--- config.mk ---
export PLATFORM = sky130hd
export DESIGN_NAME = counter_timebase
export DESIGN_NICKNAME = d
export VERILOG_FILES = /design/src/rtl/counter_timebase_pkg.sv /design/src/rtl/counter_timebase_ch.sv /design/src/rtl/counter_timebase.sv
export SDC_FILE = /design/constraint.sdc
export NUM_CORES = 1
export LEC_CHECK = 0
export CORE_MARGIN = 2
export CORE_UTILIZATION = 57
export DETAILED_ROUTE_END_ITERATION = 7
export GPL_TIMING_DRIVEN = 0
export PLACE_DENSITY = 0.87
export SKIP_CTS_REPAIR_TIMING = 1
export SYNTH_ARGS = -nofsm -noshare
export SYNTH_HDL_FRONTEND = slang
export SYNTH_HIERARCHICAL = 1
export SYNTH_SLANG_ARGS = --single-unit
--- constraint.sdc ---
create_clock -name clk -period 6.65 [get_ports clk]
set_clock_uncertainty 0.1 [all_clocks]
set_input_delay 1.33 -clock clk [delete_from_list [all_inputs] [get_ports clk]]
set_output_delay 1.33 -clock clk [all_outputs]
set_load 0.03 [all_outputs]
--- src/rtl/counter_timebase_pkg.sv ---
// Shared types and helpers for the counter_timebase prescaler and channels.
// COUNTER_TIMEBASE_ONESHOT_EN adds the one-shot DONE state.
package counter_timebase_pkg;

`ifdef COUNTER_TIMEBASE_ONESHOT_EN
  typedef enum logic [1:0] {
    CH_IDLE = 2'd0,
    CH_RUN  = 2'd1,
    CH_DONE = 2'd2
  } ch_state_e;
`else
  typedef enum logic [1:0] {
    CH_IDLE = 2'd0,
    CH_RUN  = 2'd1
  } ch_state_e;
`endif

  localparam longint NS_PER_S = 64'd1_000_000_000;

  function automatic longint calc_div(
    input longint clk_hz,
    input longint base_ns
  );
    return (clk_hz * base_ns) / NS_PER_S;
  endfunction

  function automatic bit div_exact(
    input longint clk_hz,
    input longint base_ns
  );
    return ((clk_hz * base_ns) % NS_PER_S) == 0;
  endfunction

endpackage

--- src/rtl/counter_timebase_ch.sv ---
// One timebase channel: IDLE/RUN(/DONE) FSM counting base ticks.
// One-shot mode only exists with COUNTER_TIMEBASE_ONESHOT_EN.
module counter_timebase_ch
  import counter_timebase_pkg::*;
#(
  parameter int PW = 8
) (
  input  logic          clk,
  input  logic          rst,
  input  logic          advance,
  input  logic          ch_en,
  input  logic [PW-1:0] period,
  input  logic          oneshot,
  output logic          tick,
  output logic [PW-1:0] cnt,
  output logic          busy,
  output logic          done
);

  ch_state_e     st_q, st_d;
  logic [PW-1:0] cnt_d;
  logic [PW-1:0] per_q, per_d;
  logic          tick_d;
  logic          terminal;

  assign terminal = (cnt == per_q - PW'(1));

`ifdef COUNTER_TIMEBASE_ONESHOT_EN
  logic one_q, one_d;

  always_ff @(posedge clk or posedge rst) begin
    if (rst) one_q <= 1'b0;
    else     one_q <= one_d;
  end
`else
  logic unused_oneshot;
  assign unused_oneshot = oneshot;
`endif

  always_ff @(posedge clk or posedge rst) begin
    if (rst) begin
      st_q  <= CH_IDLE;
      cnt   <= '0;
      per_q <= '0;
      tick  <= 1'b0;
    end else begin
      st_q  <= st_d;
      cnt   <= cnt_d;
      per_q <= per_d;
      tick  <= tick_d;
    end
  end

  always_comb begin
    st_d   = st_q;
    cnt_d  = cnt;
    per_d  = per_q;
    tick_d = 1'b0;
`ifdef COUNTER_TIMEBASE_ONESHOT_EN
    one_d  = one_q;
`endif
    // Disable outranks everything, including a coincident terminal count.
    if (!ch_en) begin
      st_d  = CH_IDLE;
      cnt_d = '0;
      per_d = '0;
    end else begin
      unique case (st_q)
        CH_IDLE: begin
          if (period != '0) begin
            st_d  = CH_RUN;
            per_d = period;
            cnt_d = '0;
`ifdef COUNTER_TIMEBASE_ONESHOT_EN
            one_d = oneshot;
`endif
          end
        end
        CH_RUN: begin
          if (advance) begin
            if (terminal) begin
              cnt_d  = '0;
              tick_d = 1'b1;
`ifdef COUNTER_TIMEBASE_ONESHOT_EN
              if (one_q) begin
                st_d = CH_DONE;
              end else begin
                per_d = period;
                if (period == '0) st_d = CH_IDLE;
              end
`else
              per_d = period;
              if (period == '0) st_d = CH_IDLE;
`endif
            end else begin
              cnt_d = cnt + PW'(1);
            end
          end
        end
`ifdef COUNTER_TIMEBASE_ONESHOT_EN
        CH_DONE: begin
          st_d = CH_DONE;
        end
`endif
        default: begin
          st_d = CH_IDLE;
        end
      endcase
    end
  end

  assign busy = (st_q == CH_RUN);

`ifdef COUNTER_TIMEBASE_ONESHOT_EN
  assign done = (st_q == CH_DONE);
`else
  assign done = 1'b0;
`endif

endmodule

--- src/rtl/counter_timebase.sv ---
// Prescaled base tick plus NUM_CH periodic/one-shot timer channels.
// Optional one-shot support: define COUNTER_TIMEBASE_ONESHOT_EN.
module counter_timebase
  import counter_timebase_pkg::*;
#(
  parameter int CLK_HZ  = 20_000_000,
  parameter int BASE_NS = 1000,
  parameter int NUM_CH  = 2,
  parameter int PW      = 8
) (
  input  logic               clk,
  input  logic               rst,
  input  logic               en,
  input  logic [NUM_CH-1:0]    ch_en,
  input  logic [NUM_CH*PW-1:0] ch_period,
  input  logic [NUM_CH-1:0]    ch_oneshot,
  output logic               base_tick,
  output logic [NUM_CH-1:0]    ch_tick,
  output logic [NUM_CH*PW-1:0] ch_cnt,
  output logic [NUM_CH-1:0]    ch_busy,
  output logic [NUM_CH-1:0]    ch_done
);

  localparam longint DIV_L = calc_div(CLK_HZ, BASE_NS);
  localparam int     DIV   = int'(DIV_L);
  localparam int     PRE_W = $clog2(DIV);

  if (!div_exact(CLK_HZ, BASE_NS) || DIV_L < 2) begin : g_div_chk
    $error("counter_timebase: CLK_HZ*BASE_NS/1e9 must be an integer >= 2");
  end

  if (NUM_CH < 1 || NUM_CH > 8) begin : g_ch_chk
    $error("counter_timebase: NUM_CH must be within 1..8");
  end

  logic [PRE_W-1:0] pre_cnt;
  logic             pre_wrap;

  assign pre_wrap = (pre_cnt == PRE_W'(DIV - 1));

  always_ff @(posedge clk or posedge rst) begin
    if (rst) begin
      pre_cnt   <= '0;
      base_tick <= 1'b0;
    end else if (!en) begin
      pre_cnt   <= '0;
      base_tick <= 1'b0;
    end else begin
      base_tick <= pre_wrap;
      pre_cnt   <= pre_wrap ? '0 : pre_cnt + PRE_W'(1);
    end
  end

  // A base_tick left over from the cycle en fell must not advance channels.
  logic ch_adv;
  assign ch_adv = base_tick & en;

  for (genvar k = 0; k < NUM_CH; k++) begin : g_ch
    counter_timebase_ch #(
      .PW(PW)
    ) u_ch (
      .clk    (clk),
      .rst    (rst),
      .advance(ch_adv),
      .ch_en  (ch_en[k]),
      .period (ch_period[k*PW +: PW]),
      .oneshot(ch_oneshot[k]),
      .tick   (ch_tick[k]),
      .cnt    (ch_cnt[k*PW +: PW]),
      .busy   (ch_busy[k]),
      .done   (ch_done[k])
    );
  end

endmodule

Word-level counts from Yosys, hierarchy flattened. Index checks and enable logic that the tools add are counted.

ROM bits: 0. Output and inout port bits: 23. RAM bits: 0. Memories: 0. Input bits: 23. Latch bits: 0. Flip-flop bits (word level): 44.

Shift-type cells: 0. Reduce and logical (&&, ||, !) cells: 12. $add $sub $neg: 5. Equality and inequality tests: 15. Multiply operators: 0. Bitwise gates (word level): 1. Divide/modulo/power cells: 0. Muxes and demuxes: 43. $lt $le $gt $ge: 0.

Operators with widths (count): $mux W8 (16); $pmux W8 S2 (4); $mux W2 (10); $ne A3 B3 Y1 const B (6); $add A8 B1 Y8 const B (2); $eq A8 B8 Y1 (2); $logic_not A8 Y1 (2); $reduce_and A4 Y1 (4); $reduce_bool A8 Y1 (2); $sub A8 B1 Y8 const B (2); $mux W5 (2); $mux W1 (9); $pmux W2 S2 (2); $ne A3 B1 Y1 const B (2); $ne A3 B2 Y1 const B (2); $reduce_and A3 Y1 (2); $add A5 B1 Y5 const B (1); $eq A5 B5 Y1 const B (1); $eq A2 B1 Y1 const B (2); $logic_not A2 Y1 (2); $and A1 B1 Y1 (1).

Depth between registers and ports, before layout.
Word-level depth: 6. Mapped depth: 9. Mapped depth without buffers: 8.

Hierarchy. The synthesis kept the hierarchy.

Modules (own cells, without submodules): counter_timebase_ch (area each 1193.6 µm², sequential area each 450.4 µm², instances 2, cells each 129); counter_timebase (area each 279.0 µm², sequential area each 150.1 µm², instances 1, cells each 26).

Least setup slack after synthesis. No wires, ideal clock.

Path kind: input -> register. From: input ch_period[6]. To: register g_ch[0].u_ch.cnt[3]. Stages: 7. Setup time: 0.122 ns. Path buffers: 1. Arrival time: 2.639 ns. Setup slack: 3.789 ns. Data required time: 6.428 ns. Cells stage by stage: nor4_1 > nand2_1 > o22ai_1 > clkbuf_1 > nor3_1 > o221ai_1 > nand2_1.

Longest elaborated chain between the ends: 3.

RTL lines: start: declaration (line counter_timebase.sv:15) `input logic [NUM_CH*PW-1:0] ch_period,`; $reduce_bool A8 Y1 (line counter_timebase_ch.sv:70) `if (period != '0) begin`; $ne A3 B2 Y1 (no source line); $reduce_and A3 Y1 (no source line); end signal: assignment (line counter_timebase_ch.sv:48) `cnt <= cnt_d;`; end: declaration (line counter_timebase_ch.sv:15) `output logic [PW-1:0] cnt,`.

No other way between the ends. A chain may end at the register's enable or synchronous reset.

Final worst setup path.
From: input ch_period[2]. To: register g_ch[0].u_ch.cnt[3].

The elaborated chain is that of the path after synthesis.

==> results.toml <==
[run_status]
status = "finished, final reports clean"

[layout]
nets = 360
multiInputGateArea_sq_um = 1479
drive_above_1_share_pct = 9.009
n_fill_cell = 337
syn_to_final_growth_pct = 21.07
final_cell_mix = "dfrtp_1 (42), clkdlybuf4s50_1 (41), nand2_1 (38)"
seq_area_sq_um = 1051
final_common_cell = "dfrtp_1"
antenna_cells = 0

[global_route]
antenna_found_initial = 0
grt_pass1_wl_um = 10580
grt_usage_pct = 25.58
first_global_vias = 2278
gr-total-overflow = 0
grt_start_max_net_pins = 19

[logic_synthesis]
syn_avg_cell_area_sq_um = 9.388
syn_inst = 284
synthDistinctLibCells = 43
syn-cell-area_sq_um = 2666
synth-seq-cells = 42
synth-edff-count = 0
seq_area_frac_synth_pct = 39.42
syn_nets = 312
synth_area_leaders = "dfrtp_1 (39%), a32o_1 (6.0%), nand2_1 (5.3%)"
synth.largest_area_cell = "dfrtp_1"
synth_flop_cell = "dfrtp_1"
async_reset_ff_share_pct = 100.0
synth_top_area_share_pct = 39.42
yosys_warnings = 6

[route]
routed-wl-met3_um = 391
dr_wl_met2_um = 2979
highest_layer = "met4"
wl_per_cell_um = 16.41
ant_nets = 0
route.detailed.drc = 0
via_per_inst = 6.145
wl_um = 6318
wl_met1_um = 2843
dr.pass1.iters = 4
vias = 2366
drt_iter0_drc = 230

[floorplanning]
rows = 24
dieHeight_um = 72.40
die_area_sq_um = 5241
ios = 46
coreArea_sq_um = 4444
start_util_pct = 59.99
die_w_um = 72.40

[worst_setup_path]
ff2ff_setup_slack_ns = 4.04
r2r-end = "g_ch[1].u_ch/cnt[6]"
crit_path_start = "ch_period[2]"
path_class = "input port to register"
cp-endpoint = "g_ch[0].u_ch/cnt[3]"
cp.required_ns = 6.74
rr_worst_depth = 9
arrival_ns = 3.62
cp-end-kind = "register"
r2r-start = "g_ch[1].u_ch/per_q[0]"
start_kind = "input port"
path_max_fanout = 10

[power]
total_power_uw = 570.5
power_density_nw_per_um2 = 176.7
irDropWorstVdd_mv = 0.1539
p_leak_uw = 0.001361

[cts]
clk_pin_slew_ns = 0.08
clockRootBuffer = "clkbuf_8"
cts.path.max_buffers = 2
insertion_delay_ns = 0.30
cts_buffers = 5
h-tree-depth = 2
cts_tree = "done"
clock_sinks = 42

[hold_path]
hold_class = "register to register"

[sta]
final-setup-viol-count = 0
slew_violations = 0
rsz0062_at_grt = "no"
max_clock_freq_mhz = 283.3
hold_viol = 0
fin_setup_tns_ns = 0
slew_headroom_pct = 51.51
period_needed_ns = 3.529
max_slew.worst_pin.slew_ns = 0.7265
min_period_over_period_pct = 53.07

[placed_design]
hpwl_um = 4698
gp_congestion = 0.9165
portBuffers = 41

[flow_run]
maxCapViolations = 0
==> cell usage after synthesis, types with 7 or more instances <==
| cell type | instances |
|---|---|
| a32o_1 | 16 |
| or3_1 | 8 |
| xnor2_1 | 13 |
| and2_1 | 7 |
| nand3_1 | 10 |
| nand2_1 | 38 |
| xor2_1 | 8 |
| o21ai_0 | 14 |
| inv_1 | 13 |
| nor3_1 | 12 |
| dfrtp_1 | 42 |
==> layer usage <==
| layer | GRT usage (%) | vias to the layer above |
|---|---|---|
| met5 | 0 | - |
| met4 | 9.259 | 0 |
| met3 | 5.000 | 10 |
| met2 | 39.86 | 96 |
| met1 | 35.73 | 1125 |
| li1 | - | 1135 |
==> where the power goes <==
group	switching [uW]	leakage [uW]	internal (uW)
clock	90.8	0.0000452	74.2
sequential	16.2	0.000564	267
combinational	65.8	0.000752	56.9
==> sequential cells by signal, summed over array words and instances (netlist names) <==
register / count
g_ch.u_ch/cnt: 16
pre_cnt: 5
g_ch.u_ch/tick: 2
g_ch.u_ch/st_q: 2
g_ch.u_ch/per_q: 16
base_tick: 1
==> worst min path at each step <==
stage,to,startpoint,cells after the start
after global routing,pre_cnt[0],pre_cnt[0],1
after detailed placement,pre_cnt[0],pre_cnt[0],1
final,pre_cnt[0],pre_cnt[0],1
after floorplan,pre_cnt[0],pre_cnt[0],1
after global placement,pre_cnt[0],pre_cnt[0],1
after CTS,pre_cnt[0],pre_cnt[0],1
==> through the flow <==
step / cells / utilization [%] / setup WS [ns] / hold WS, ns / cell area [sq um]
4_1_cts: 385 / 72.64 / 3.163 / 0.3761 / 3228
3_5_place_dp: 377 / 70.69 / 2.851 / 0.3638 / 3142
5_1_grt: 385 / 72.64 / 2.926 / 0.3974 / 3228
3_3_place_gp: 377 / 70.69 / 2.955 / 0.3517 / 3142
6_report: 385 / 72.64 / 3.121 / 0.3677 / 3228
2_1_floorplan: 284 / - / 3.789 / 0.3314 / 2666
==> cell families after synthesis <==
family / after synthesis / share of synthesized area (%)
AO/OA/AOI/OAI: 70 / 21.82
AND/OR/NAND/NOR: 115 / 22.43
adder cells (fa/ha/maj): 5 / 2.346
flip-flops: 42 / 39.42
XOR/XNOR: 23 / 8.588
other: 2 / 0.2817
buffers and inverters: 27 / 5.115
==> layout make-up <==
cell class              count  share of cell area [%]
multi-input cells         215                   45.81
flip-flops and latches     42                   32.56
repair buffers             41                   12.71
plain buffers              14                   2.713
clock buffers               6                   2.248
well taps                  52                   2.016
inverters                  13                   1.512
clock inverters             2                  0.4264
==> worst max-delay path, cell delays in order <==
cell	delay [ns]
clkdlybuf4s50_1	0.43
nor4_1	0.46
nand2_1	0.11
o22ai_1	0.47
clkbuf_1	0.41
nor3_1	0.10
o221ai_1	0.20
nand2_1	0.09
(Power assumes the default switching activity.)
